### config.mk
export PLATFORM = sky130hd
export DESIGN_NAME = program_loader
export DESIGN_NICKNAME = d
export VERILOG_FILES = /design/src/rtl/loader_pkg.sv /design/src/rtl/loader_chk.sv /design/src/rtl/program_loader.sv
export SDC_FILE = /design/constraint.sdc
export NUM_CORES = 1
export LEC_CHECK = 0
export ABC_AREA = 0
export BUFFER_PORTS_ARGS = -buffer_cell sky130_fd_sc_hd__buf_2
export CAP_MARGIN = 10
export CELL_PAD_IN_SITES_DETAIL_PLACEMENT = 1
export CELL_PAD_IN_SITES_GLOBAL_PLACEMENT = 1
export CORE_MARGIN = 5
export CORE_UTILIZATION = 40
export DETAILED_ROUTE_END_ITERATION = 8
export PLACE_DENSITY = 0.74
export SKIP_CTS_REPAIR_TIMING = 1
export SYNTH_ARGS = -nofsm -noshare
export SYNTH_HDL_FRONTEND = slang
export SYNTH_SLANG_ARGS = --single-unit
### constraint.sdc
create_clock -name clock -period 2.5 [get_ports clock]
set_clock_uncertainty 0.15 [all_clocks]
set_input_delay 0 -clock clock [delete_from_list [all_inputs] [get_ports clock]]
set_output_delay 0 -clock clock [all_outputs]
set_load 0.02 [all_outputs]
### src/rtl/loader_pkg.sv
// Shared command codes, frame length and FSM state encoding for the program loader.
package loader_pkg;

  localparam logic [7:0] CMD_INS   = 8'h01;
  localparam logic [7:0] CMD_REG   = 8'h02;
  localparam logic [7:0] CMD_END   = 8'hFF;
  localparam int         FRAME_LEN = 6;

  typedef enum logic [2:0] {
    S_CMD    = 3'd0,
    S_AH     = 3'd1,
    S_AL     = 3'd2,
    S_DH     = 3'd3,
    S_DL     = 3'd4,
    S_CHK    = 3'd5,
    S_COMMIT = 3'd6,
    S_DONE   = 3'd7
  } state_t;

endpackage

### src/rtl/loader_chk.sv
// Running XOR over the first five frame bytes; match compares the incoming CHK byte.
module loader_chk (
  input  logic       clock,
  input  logic       clear,
  input  logic       start,
  input  logic       accum,
  input  logic [7:0] byte_in,
  output logic       match
);

  logic [7:0] acc;

  always_ff @(posedge clock or negedge clear) begin
    if (!clear) begin
      acc <= '0;
    end else if (start) begin
      acc <= byte_in;
    end else if (accum) begin
      acc <= acc ^ byte_in;
    end
  end

  assign match = (byte_in == acc);

endmodule

### src/rtl/program_loader.sv
// Framed byte-stream loader: state | meaning -- S_CMD..S_CHK | collecting frame bytes,
// S_COMMIT | one-cycle write strobe, S_DONE | core released until clear.
module program_loader
  import loader_pkg::*;
#(
  parameter int IMEM_BYTES = 64,
  parameter int NREGS      = 16
) (
  input  logic        clock,
  input  logic        clear,
  input  logic [7:0]  byte_in,
  input  logic        byte_valid,
  output logic        byte_ready,
  output logic [15:0] ins_load,
  output logic [15:0] l_addr,
  output logic        load,
  output logic [15:0] reg_load,
  output logic [3:0]  reg_addr,
  output logic        loadreg,
  output logic        run,
  output logic        error,
  output logic [7:0]  words_done
);

  state_t      state, state_nx;
  logic [7:0]  cmd_q, ahi_q, alo_q, dhi_q, dlo_q;
  logic [15:0] addr_w;
  logic        ready_int;
  logic        chk_start, chk_accum, chk_match, chk_xfer;
  logic        addr_ok, frame_ok;

  assign addr_w    = {ahi_q, alo_q};
  assign chk_start = (state == S_CMD) && byte_valid;
  assign chk_accum = byte_valid && (state inside {S_AH, S_AL, S_DH, S_DL});
  assign chk_xfer  = (state == S_CHK) && byte_valid;

  loader_chk u_chk (
    .clock   (clock),
    .clear   (clear),
    .start   (chk_start),
    .accum   (chk_accum),
    .byte_in (byte_in),
    .match   (chk_match)
  );

  // A register index below NREGS implies a zero A_HI and A_LO[7:4].
  always_comb begin
    addr_ok = 1'b0;
    case (cmd_q)
      CMD_INS: addr_ok = !alo_q[0] && (addr_w <= 16'(IMEM_BYTES - 2));
      CMD_REG: addr_ok = (addr_w <= 16'(NREGS - 1));
      CMD_END: addr_ok = 1'b1;
      default: addr_ok = 1'b0;
    endcase
  end

  assign frame_ok = chk_match && addr_ok;

  always_ff @(posedge clock or negedge clear) begin
    if (!clear) begin
      state <= S_CMD;
    end else begin
      state <= state_nx;
    end
  end

  always_comb begin
    state_nx  = state;
    ready_int = 1'b0;
    load      = 1'b0;
    loadreg   = 1'b0;
    run       = 1'b0;
    case (state)
      S_CMD: begin ready_int = 1'b1; if (byte_valid) state_nx = S_AH; end
      S_AH:  begin ready_int = 1'b1; if (byte_valid) state_nx = S_AL; end
      S_AL:  begin ready_int = 1'b1; if (byte_valid) state_nx = S_DH; end
      S_DH:  begin ready_int = 1'b1; if (byte_valid) state_nx = S_DL; end
      S_DL:  begin ready_int = 1'b1; if (byte_valid) state_nx = S_CHK; end
      S_CHK: begin
        ready_int = 1'b1;
        if (byte_valid) state_nx = frame_ok ? S_COMMIT : S_CMD;
      end
      S_COMMIT: begin
        load     = (cmd_q == CMD_INS);
        loadreg  = (cmd_q == CMD_REG);
        state_nx = (cmd_q == CMD_END) ? S_DONE : S_CMD;
      end
      S_DONE:  run = 1'b1;
      default: state_nx = S_CMD;
    endcase
  end

  assign byte_ready = ready_int & clear;

  always_ff @(posedge clock or negedge clear) begin
    if (!clear) begin
      cmd_q      <= '0;
      ahi_q      <= '0;
      alo_q      <= '0;
      dhi_q      <= '0;
      dlo_q      <= '0;
      l_addr     <= '0;
      ins_load   <= '0;
      reg_addr   <= '0;
      reg_load   <= '0;
      error      <= 1'b0;
      words_done <= '0;
    end else begin
      if (byte_valid) begin
        case (state)
          S_CMD:   cmd_q <= byte_in;
          S_AH:    ahi_q <= byte_in;
          S_AL:    alo_q <= byte_in;
          S_DH:    dhi_q <= byte_in;
          S_DL:    dlo_q <= byte_in;
          default: ;
        endcase
      end
      // Targets are loaded ahead of the strobe so they are stable across the write edge.
      if (chk_xfer) begin
        if (!frame_ok) begin
          error <= 1'b1;
        end else if (cmd_q == CMD_INS) begin
          l_addr   <= addr_w;
          ins_load <= {dhi_q, dlo_q};
          if (words_done != 8'hFF) words_done <= words_done + 8'd1;
        end else if (cmd_q == CMD_REG) begin
          reg_addr <= alo_q[3:0];
          reg_load <= {dhi_q, dlo_q};
        end
      end
    end
  end

endmodule

### Word level (Yosys, flattened, before mapping)

Index checks and enable logic that the tools add are counted.
W data, S select, Z words.

| cells by class | value |
|---|---|
| mux-type cells | 16 |
| reduce and logical (&&, ||, !) cells | 21 |
| bitwise gates (word level) | 4 |
| magnitude comparators | 2 |
| add/sub/neg operators | 1 |
| equality and inequality tests | 18 |

Operators with widths:

| cell | number |
|---|---|
| $mux W3 | 8 |
| $pmux W3 S7 | 1 |
| $le A16 B4 Y1 const B | 1 |
| $le A16 B6 Y1 const B | 1 |
| $mux W8 | 2 |
| $eq A3 B3 Y1 const B | 4 |
| $ne A2 B2 Y1 const B | 6 |
| $reduce_and A2 Y1 | 6 |
| $add A8 B1 Y8 const B | 1 |
| $eq A8 B1 Y1 const B | 1 |
| $eq A8 B2 Y1 const B | 1 |
| $eq A8 B8 Y1 | 1 |
| $eq A8 B8 Y1 const B | 1 |
| $ne A8 B8 Y1 const B | 1 |
| $reduce_and A4 Y1 | 2 |
| $xor A8 B8 Y8 | 1 |
| $reduce_and A7 Y1 | 1 |
| $reduce_bool A7 Y1 | 1 |
| $eq A3 B2 Y1 const B | 2 |
| $reduce_or A6 Y1 | 1 |
| $logic_and A1 B1 Y1 | 5 |
| $mux W1 | 4 |
| $reduce_bool A4 Y1 | 1 |
| $eq A3 B1 Y1 const B | 1 |
| other kinds (7) | 8 |

| word-level totals | value |
|---|---|
| flip-flop bits (word level) | 112 |
| word-level logic and storage cells | 75 |
| output and inout port bits | 65 |

### Longest topological paths before layout

Gate-level depths: netlist of the first run.

| depth | value |
|---|---|
| word-level depth | 7 |
| gate-level depth with buffers | 8 |

### Hierarchy

A second synthesis of the first run with hierarchy kept.

| second synthesis, totals | value |
|---|---|
| cell total of the unflattened synthesis | 346 |
| area total of the unflattened synthesis | 4,682.0 µm² |

Modules (own cells, without submodules):

| module | area each (µm²) | cells each | instances | seq. area each (µm²) |
|---|---|---|---|---|
| program_loader | 4,200.3 | 290 | 1 | 2,602.5 |
| loader_chk | 481.7 | 56 | 1 | 200.2 |

### Worst setup path before layout of the first run

Ideal clock, no wire load.

| timing | value |
|---|---|
| kind | register to register |
| start point | register cmd_q[0] |
| end point | register ins_load[10] |
| stages on the path, launching flop included | 8 |
| required time | 2.225 ns |
| path buffers | 2 |
| slack | -0.224 ns |
| period minus slack after synthesis | 2.724 ns |
| arrival time | 2.449 ns |
| library setup time | 0.125 ns |
| path through | dfrtp_1 or4b_4 o32ai_2 a31oi_4 or4b_4 buf_6 buf_6 mux2_4 |

| on the way | value |
|---|---|
| word-level cells in the longest chain between the ends | 4 |

RTL lines:

| element | line | source |
|---|---|---|
| from (decl) | program_loader.sv:26 | `logic [7:0] cmd_q, ahi_q, alo_q, dhi_q, dlo_q;` |
| from (signal assigned) | program_loader.sv:111 | `S_CMD: cmd_q <= byte_in;` |
| $eq A8 B8 Y1, or another cell as far along | program_loader.sv:49 | `case (cmd_q)` |
| $pmux W1 S3 | program_loader.sv:49 |  |
| $logic_and A1 B1 Y1 | program_loader.sv:57 | `assign frame_ok = chk_match && addr_ok;` |
| $reduce_and A3 Y1 (no line) * | n/a |  |
| to (signal assigned) | program_loader.sv:125 | `ins_load <= {dhi_q, dlo_q};` |
| to (decl) | program_loader.sv:14 | `output logic [15:0] ins_load,` |

Mark *: on every way between the ends. The rest lies on a longest branch, timed or not.
A chain may end at the register's enable or synchronous reset.

### Worst setup path in the final report of the first run

| timing | value |
|---|---|
| start point | register cmd_q[3] |
| end point | register ins_load[0] |

The elaborated chain is that of the path after synthesis.

==> summary.md, run 1 <==
| Metric | Value |
|---|---|
| Post-synthesis sequential area ratio | `0.5895` |
| Die area | `14,170 um2` |
| Lkg Pwr | `0.003032 uW` |
| Fin crit period | `2.700 ns` |
| Vias in the first global route | `3,357` |
| Status | `finished, violations left` |
| Detailed Route Iter0 Violations | `176` |
| Finish-stage setup viols | `53` |
| Crit-path cells | `or4b_4 > o32ai_4 > a31oi_4 > or4b_4 > buf_12 > mux2_4` |
| DRT antenna net count | `0` |
| Fraction of final layout cells sized beyond drive strength 1 | `0.4731` |
| Via count | `3,142` |
| Initial antenna violation count | `0` |
| RSZ-0062 raised after global routing | `yes` |
| CP Capture Type | `flip-flop` |
| Largest net degree at the start of global routing | `55` |
| Mean Syn Cell Area | `13.78 um2` |
| CP startpoint kind | `flip-flop` |
| # rows | `39` |
| Fill cells | `1,176` |
| Yosys Warn Count | `0` |
| CP most frequent cell | `or4b_4` |
| Async SR Flop Fraction | `1.000` |
| Area Growth Syn to Fin | `24.34%` |
| Syn Nets | `357` |
| Root buf cell | `clkbuf_16` |
| Die Width | `119.0 um` |
| Fmax | `370.4 MHz` |
| Post-synth EDFFs | `0` |
| Placer's final routability congestion estimate | `0.7837` |
| Synthesized area | `4755 um2` |
| Core Region | `11,520 um2` |
| Final nets | `453` |
| Clk buf depth | `2` |
| Post-DP HPWL | `7619 um` |
| IO Pins | `76` |
| Setup TNS | `-7.343 ns` |
| Power share of the combinational group | `0.229` |
| Crit path DAT | `2.79 ns` |
| Grt total ovfl | `0` |
| DRC | `0` |
| Most frequent cells in the layout | `112 x dfrtp_1, 74 x buf_2, 51 x mux2_2` |
| Vias/cell | `5.334` |
| Slew headroom | `0.5727` |
| Initial Util | `0.4129` |
| Cell variety after synth | `39` |
| Final Max Slew Viols | `0` |
| H-tree depth | `3` |
| Failing checks | `setup timing` |
| Total track usage | `0.1642` |
| Slowest stage delay, CP | `0.55 ns` |
| Crit path from | `cmd_q[3]` |
| Clk network pwr share | `0.269` |
| Synth Instances | `345` |
| FF-to-FF Start | `cmd_q[3]` |
| Total Wirelength | `11,730 um` |
| Clock slew at reported path FFs | `0.08 ns` |
| Ys flop type | `dfrtp_1` |
| Routed wire per std cell | `19.91 um` |
| Hold slack final | `0.07132 ns` |
| Final worst setup slack | `-0.2000 ns` |
| Max-Cap Viols | `0` |
| CP top delay family | `simple AND/OR/NAND/NOR gates` |
| Sw frac | `0.3116` |
| Hold Fails Final Rpt | `0` |
| Worst hold path class | `input pin to asynchronous set/reset pin` |
| Internal power | `3554 uW` |
| Area leader, netlist | `dfrtp_1` |
| CTS Sinks | `112` |
| Critical-path top delay cell | `or4b_4` |
| Inserted Clock Buffers | `9` |
| IO buf count | `75` |
| Buffers & Inverters on Critical Path | `1` |
| First-pass GRT wire length | `18,630 um` |
| Pre-antenna DRT Iters | `4` |
| CP max FO | `32` |
| Final Cycle Share | `1.080` |
| Top cell type's share of synthesized area | `0.5895` |
| CTS tree | `yes` |
| Largest regs | `ins_load (16), l_addr (16), reg_load (16)` |
| Commonest non-fill, non-tap cell in the layout | `dfrtp_1` |
| Switching Power | `1609 uW` |
| Pwr/cell area | `873.3 nW/um2` |
| Clk_lat worst skew | `0.35 ns` |
| Worst-Margin Slew | `0.6388 ns` |
| Reg power frac | `0.502` |
| Crit path required time | `2.59 ns` |
| CP Class | `flip-flop to flip-flop` |
| Register bit total from synthesis | `112` |
| Maximum vdd drop | `0.3631 mV` |
| Top post-synthesis cells by area | `dfrtp_1 59%, mux2_2 12%, mux2_4 6.0%` |
| Antenna cells | `0` |
| Height of the die | `119.0 um` |
[cell type report]
cell class                      instances  area [um2]  share of cell area
Clock buffer                            9       225.2             0.03810
Tap cell                              143       178.9             0.03026
Clock inverter                          7       58.81            0.009947
Multi-Input combinational cell        208        1944              0.3289
Timing Repair Buffer                  109       698.2              0.1181
Inverter                                1       3.754           0.0006349
Sequential cell                       112        2803              0.4741
[synth_stat cells (all sizes together) (2+ instances only)]
library cell	instances
dfrtp	112
mux2	84
a21oi	15
and2	15
clkbuf	14
xor2	13
nor2	11
buf	10
nand3	10
nand2	8
a311oi	6
nor3	6
nor4	6
and3	5
o21ai	4
or4b	4
or4	3
a31oi	2
nand4	2
nor2b	2
or2	2
[cells by family (layout without fill, tap and decap cells)]
family          Yosys count  in the layout  share of synthesized area
compound gates           31             31                    0.04605
xor+xnor                 14             14                    0.02579
fa+ha+maj                 1              1                   0.002631
buf+inv                  25            126                    0.02526
flops                   112            112                     0.5895
mux                      84             84                     0.2139
simple gates             78             78                    0.09684
[path summary, 6_finish.rpt]
| path | end | slack [ns] | cells after the start |
|---|---|---|---|
| min in group clock | error | 0.33 | 1 |
| min reg2reg | error | 0.33 | 1 |
| max | ins_load[0] | -0.20 | 6 |
| min | ins_load[8] | 0.07 | 3 |
| max in group asynchronous | l_addr[11] | 1.12 | 3 |
| max reg2reg | ins_load[0] | -0.20 | 6 |
[tightest hold or removal path, delay by kind of cell]
family / cells / cell delay (ns)
buf+inv: 3 / 0.95
[stage by stage]
| stage | cells | utilization | setup WS [ns] | instance area (um2) | power [uW] |
|---|---|---|---|---|---|
| global route | 589 | 0.5134 | -0.2638 | 5912 | 5448 |
| detailed placement | 561 | 0.4697 | -0.2006 | 5409 | 3728 |
| global placement | 561 | 0.4697 | -0.1451 | 5409 | 3634 |
| CTS | 577 | 0.4944 | -0.2298 | 5693 | 5145 |
| floorplan | 345 | - | -0.2018 | 4778 | 3317 |
| finish | 589 | 0.5134 | -0.2000 | 5912 | 5163 |
[per-layer routing]
| layer | vias to the layer above | GRT usage | share of wire |
|---|---|---|---|
| met1 | 1653 | 0.2214 | 0.45 |
| met3 | 11 | 0.03507 | 0.039 |
| met2 | 58 | 0.2695 | 0.50 |
| met5 | - | 0 | 0 |
| met4 | 0 | 0.04490 | 0.011 |
| li1 | 1420 | - | - |
[power by group through the flow]
stage          registers, uW  clock network [uW]  logic (uW)
2_1_floorplan           2510                   0         804
3_3_place_gp            2570                   0        1060
3_5_place_dp            2610                   0        1120
4_1_cts                 2590                1420        1140
5_1_grt                 2660                1490        1300
6_report                2590                1390        1180
(Power assumes the default switching activity.)
==> inputs of run 2 (changes only) <==
==> constraint.sdc (replaced) <==
create_clock -name clock -period 2.5 [get_ports clock]
set_clock_uncertainty 0.15 [all_clocks]
set_input_delay 0.375 -clock clock [delete_from_list [all_inputs] [get_ports clock]]
set_output_delay 0.375 -clock clock [all_outputs]
set_load 0.02 [all_outputs]
==> run 2 against run 1 <==
The run ends with hold timing, setup timing left. First-iteration DRC count rose by 12%. Combinational power barely moved. Flip-flop and latch count did not move. Register-to-register slack barely moved. Sequential power barely moved. Non-clock buffer count fell by 3. Sequential share of layout area rose by 0.27 points. Via count fell by 1.2%. Highest routed layer unchanged.
==> summary.md, run 2 (synthesis gave the netlist of run 1 again) <==
| Metric | Value |
|---|---|
| Clk buf depth | `2 (unchanged)` |
| Reg power frac | `0.491 (-0.011)` |
| Switching Power | `1604 uW (-0.29%)` |
| Initial Util | `0.4129 (unchanged)` |
| Inserted Clock Buffers | `9 (unchanged)` |
| Crit path DAT | `2.78 ns (about the same)` |
| CTS tree | `yes` |
| Pwr/cell area | `895.9 nW/um2 (+2.6%)` |
| Finished Layout Cells | `586 (-0.51%)` |
| Max-Cap Viols | `0 (unchanged)` |
| Status | `finished, violations left` |
| Die Width | `119.0 um (unchanged)` |
| Routed wire per std cell | `19.89 um (about the same)` |
| Pre-antenna DRT Iters | `4 (unchanged)` |
| DRC | `0 (unchanged)` |
| Grt total ovfl | `0 (unchanged)` |
| DRT antenna net count | `0 (unchanged)` |
| Fraction of final layout cells sized beyond drive strength 1 | `0.4853 (+0.01223)` |
| Sw frac | `0.3046 (-0.007004)` |
| Final core utilization | `0.5104 (-0.002934)` |
| Internal power | `3662 uW (+3.0%)` |
| CP startpoint kind | `flip-flop` |
| Fin crit period | `2.703 ns (+0.002543 ns)` |
| Height of the die | `119.0 um (unchanged)` |
| Vias in the first global route | `3,459 (+3.0%)` |
| Worst hold path class | `input pin to asynchronous set/reset pin` |
| Total power | `5266 uW (+2.0%)` |
| Via count | `3,104 (-1.2%)` |
| First-pass GRT wire length | `18,830 um (+1.1%)` |
| Clock slew at reported path FFs | `0.08 ns (about the same)` |
| Final Cycle Share | `1.081 (about the same)` |
| Detailed Route Iter0 Violations | `197 (+12%)` |
| Vias/cell | `5.297 (-0.70%)` |
| H-tree depth | `3 (unchanged)` |
| Failing checks | `hold timing, setup timing` |
| Area Growth Syn to Fin | `23.63%` |
| Final worst setup slack | `-0.2025 ns (-0.002543 ns)` |
| Placed Cells | `568 (+1.2%)` |
| Power share of the combinational group | `0.228 (about the same)` |
| Post-DP HPWL | `7877 um (+3.4%)` |
| Fmax | `370.0 MHz (about the same)` |
| Final nets | `450 (-0.66%)` |
| Lkg Pwr | `0.003023 uW (-0.30%)` |
| CP max FO | `32 (unchanged)` |
| Hold Fails Final Rpt | `4 (+4)` |
| RSZ-0062 raised after global routing | `yes` |
| Total track usage | `0.1649 (+0.0006423)` |
| Core Region | `11,520 um2 (unchanged)` |
| Root buf cell | `clkbuf_16` |
| Placer's final routability congestion estimate | `0.8282 (+5.7%)` |
| FF-to-FF Start | `cmd_q[3]` |
| Worst-Margin Slew | `0.5936 ns (-0.04526 ns)` |
| Total Wirelength | `11,660 um (-0.60%)` |
| Setup TNS | `-7.663 ns (-0.3203 ns)` |
| Initial antenna violation count | `0 (unchanged)` |
| CTS Sinks | `112 (unchanged)` |
| R2R setup slack | `-0.20 ns (about the same)` |
| Final Max Slew Viols | `0 (unchanged)` |
| CP Class | `flip-flop to flip-flop` |
| Hold slack final | `-0.01343 ns (-0.08475 ns)` |
| Reg2reg end | `ins_load[0]` |
| Most frequent cells in the layout | `112 x dfrtp_1, 72 x buf_2, 51 x mux2_2` |
| Maximum vdd drop | `0.3565 mV (-1.8%)` |
| Antenna cells | `0 (unchanged)` |
| IO Pins | `76 (unchanged)` |
| Commonest non-fill, non-tap cell in the layout | `dfrtp_1` |
| Die area | `14,170 um2 (unchanged)` |
| Clk network pwr share | `0.281 (+0.012)` |
| Worst R2R Path Depth | `6 (unchanged)` |
| Slew headroom | `0.6043 (+0.03158)` |
| CP Capture Type | `flip-flop` |
| Finish-stage setup viols | `54 (+1.9%)` |
| IO buf count | `75 (unchanged)` |
| Largest regs | `ins_load (16), l_addr (16), reg_load (16)` |
| Clk_lat worst skew | `0.35 ns (about the same)` |
| # rows | `39 (unchanged)` |
| Largest net degree at the start of global routing | `113 (+110%)` |
| Crit path required time | `2.58 ns (about the same)` |
-- run 2: worst max-delay path by stage --
stage / start / to / slack [ns]
4_1_cts: cmd_q[3] / reg_load[11] / -0.25
6_report: cmd_q[3] / ins_load[0] / -0.20
5_1_grt: cmd_q[0] / ins_load[5] / -0.25
2_1_floorplan: cmd_q[0] / ins_load[0] / -0.20
3_3_place_gp: cmd_q[3] / reg_addr[3] / -0.16
3_5_place_dp: cmd_q[3] / reg_load[11] / -0.21
-- run 2: through the flow --
step	instance area, um2	setup slack [ns]	hold WS [ns]
floorplan	4778	-0.2018	-0.07059
global placement	5449	-0.1566	0.3049
detailed placement	5449	-0.2143	0.3050
CTS	5752	-0.2501	0.01246
global route	5878	-0.2455	0.04673
finish	5878	-0.2025	-0.01343
-- run 2: worst max-delay path: stages (launching register included) --
cell and delay [ns]:
dfrtp_1 0.41, or4b_4 0.55, o32ai_4 0.26, a31oi_4 0.13, or4b_4 0.55, buf_12 0.20
mux2_4 0.31
-- run 2: power groups by stage --
| stage | clock [uW] | sequential [uW] | combinational, uW |
|---|---|---|---|
| after floorplan | 0 | 2510 | 804 |
| after global placement | 0 | 2570 | 1090 |
| after detailed placement | 0 | 2610 | 1160 |
| after CTS | 1510 | 2580 | 1170 |
| after global routing | 1590 | 2650 | 1320 |
| final | 1480 | 2590 | 1200 |
-- run 2: layout make-up --
cell class | count | area [um2]
fill | 1171 | 5638
sequential | 112 | 2803
multi-input combinational | 208 | 1937
timing repair buffer | 106 | 653.1
clock buffer | 10 | 229.0
tap | 143 | 178.9
clock inverter | 6 | 73.82
inverter | 1 | 3.754
-- run 2: metal layers --
layer  share of wire  track usage
met1            0.46       0.2172
met4           0.015      0.06372
met2            0.49       0.2706
met3           0.035      0.03081
met5               0            0
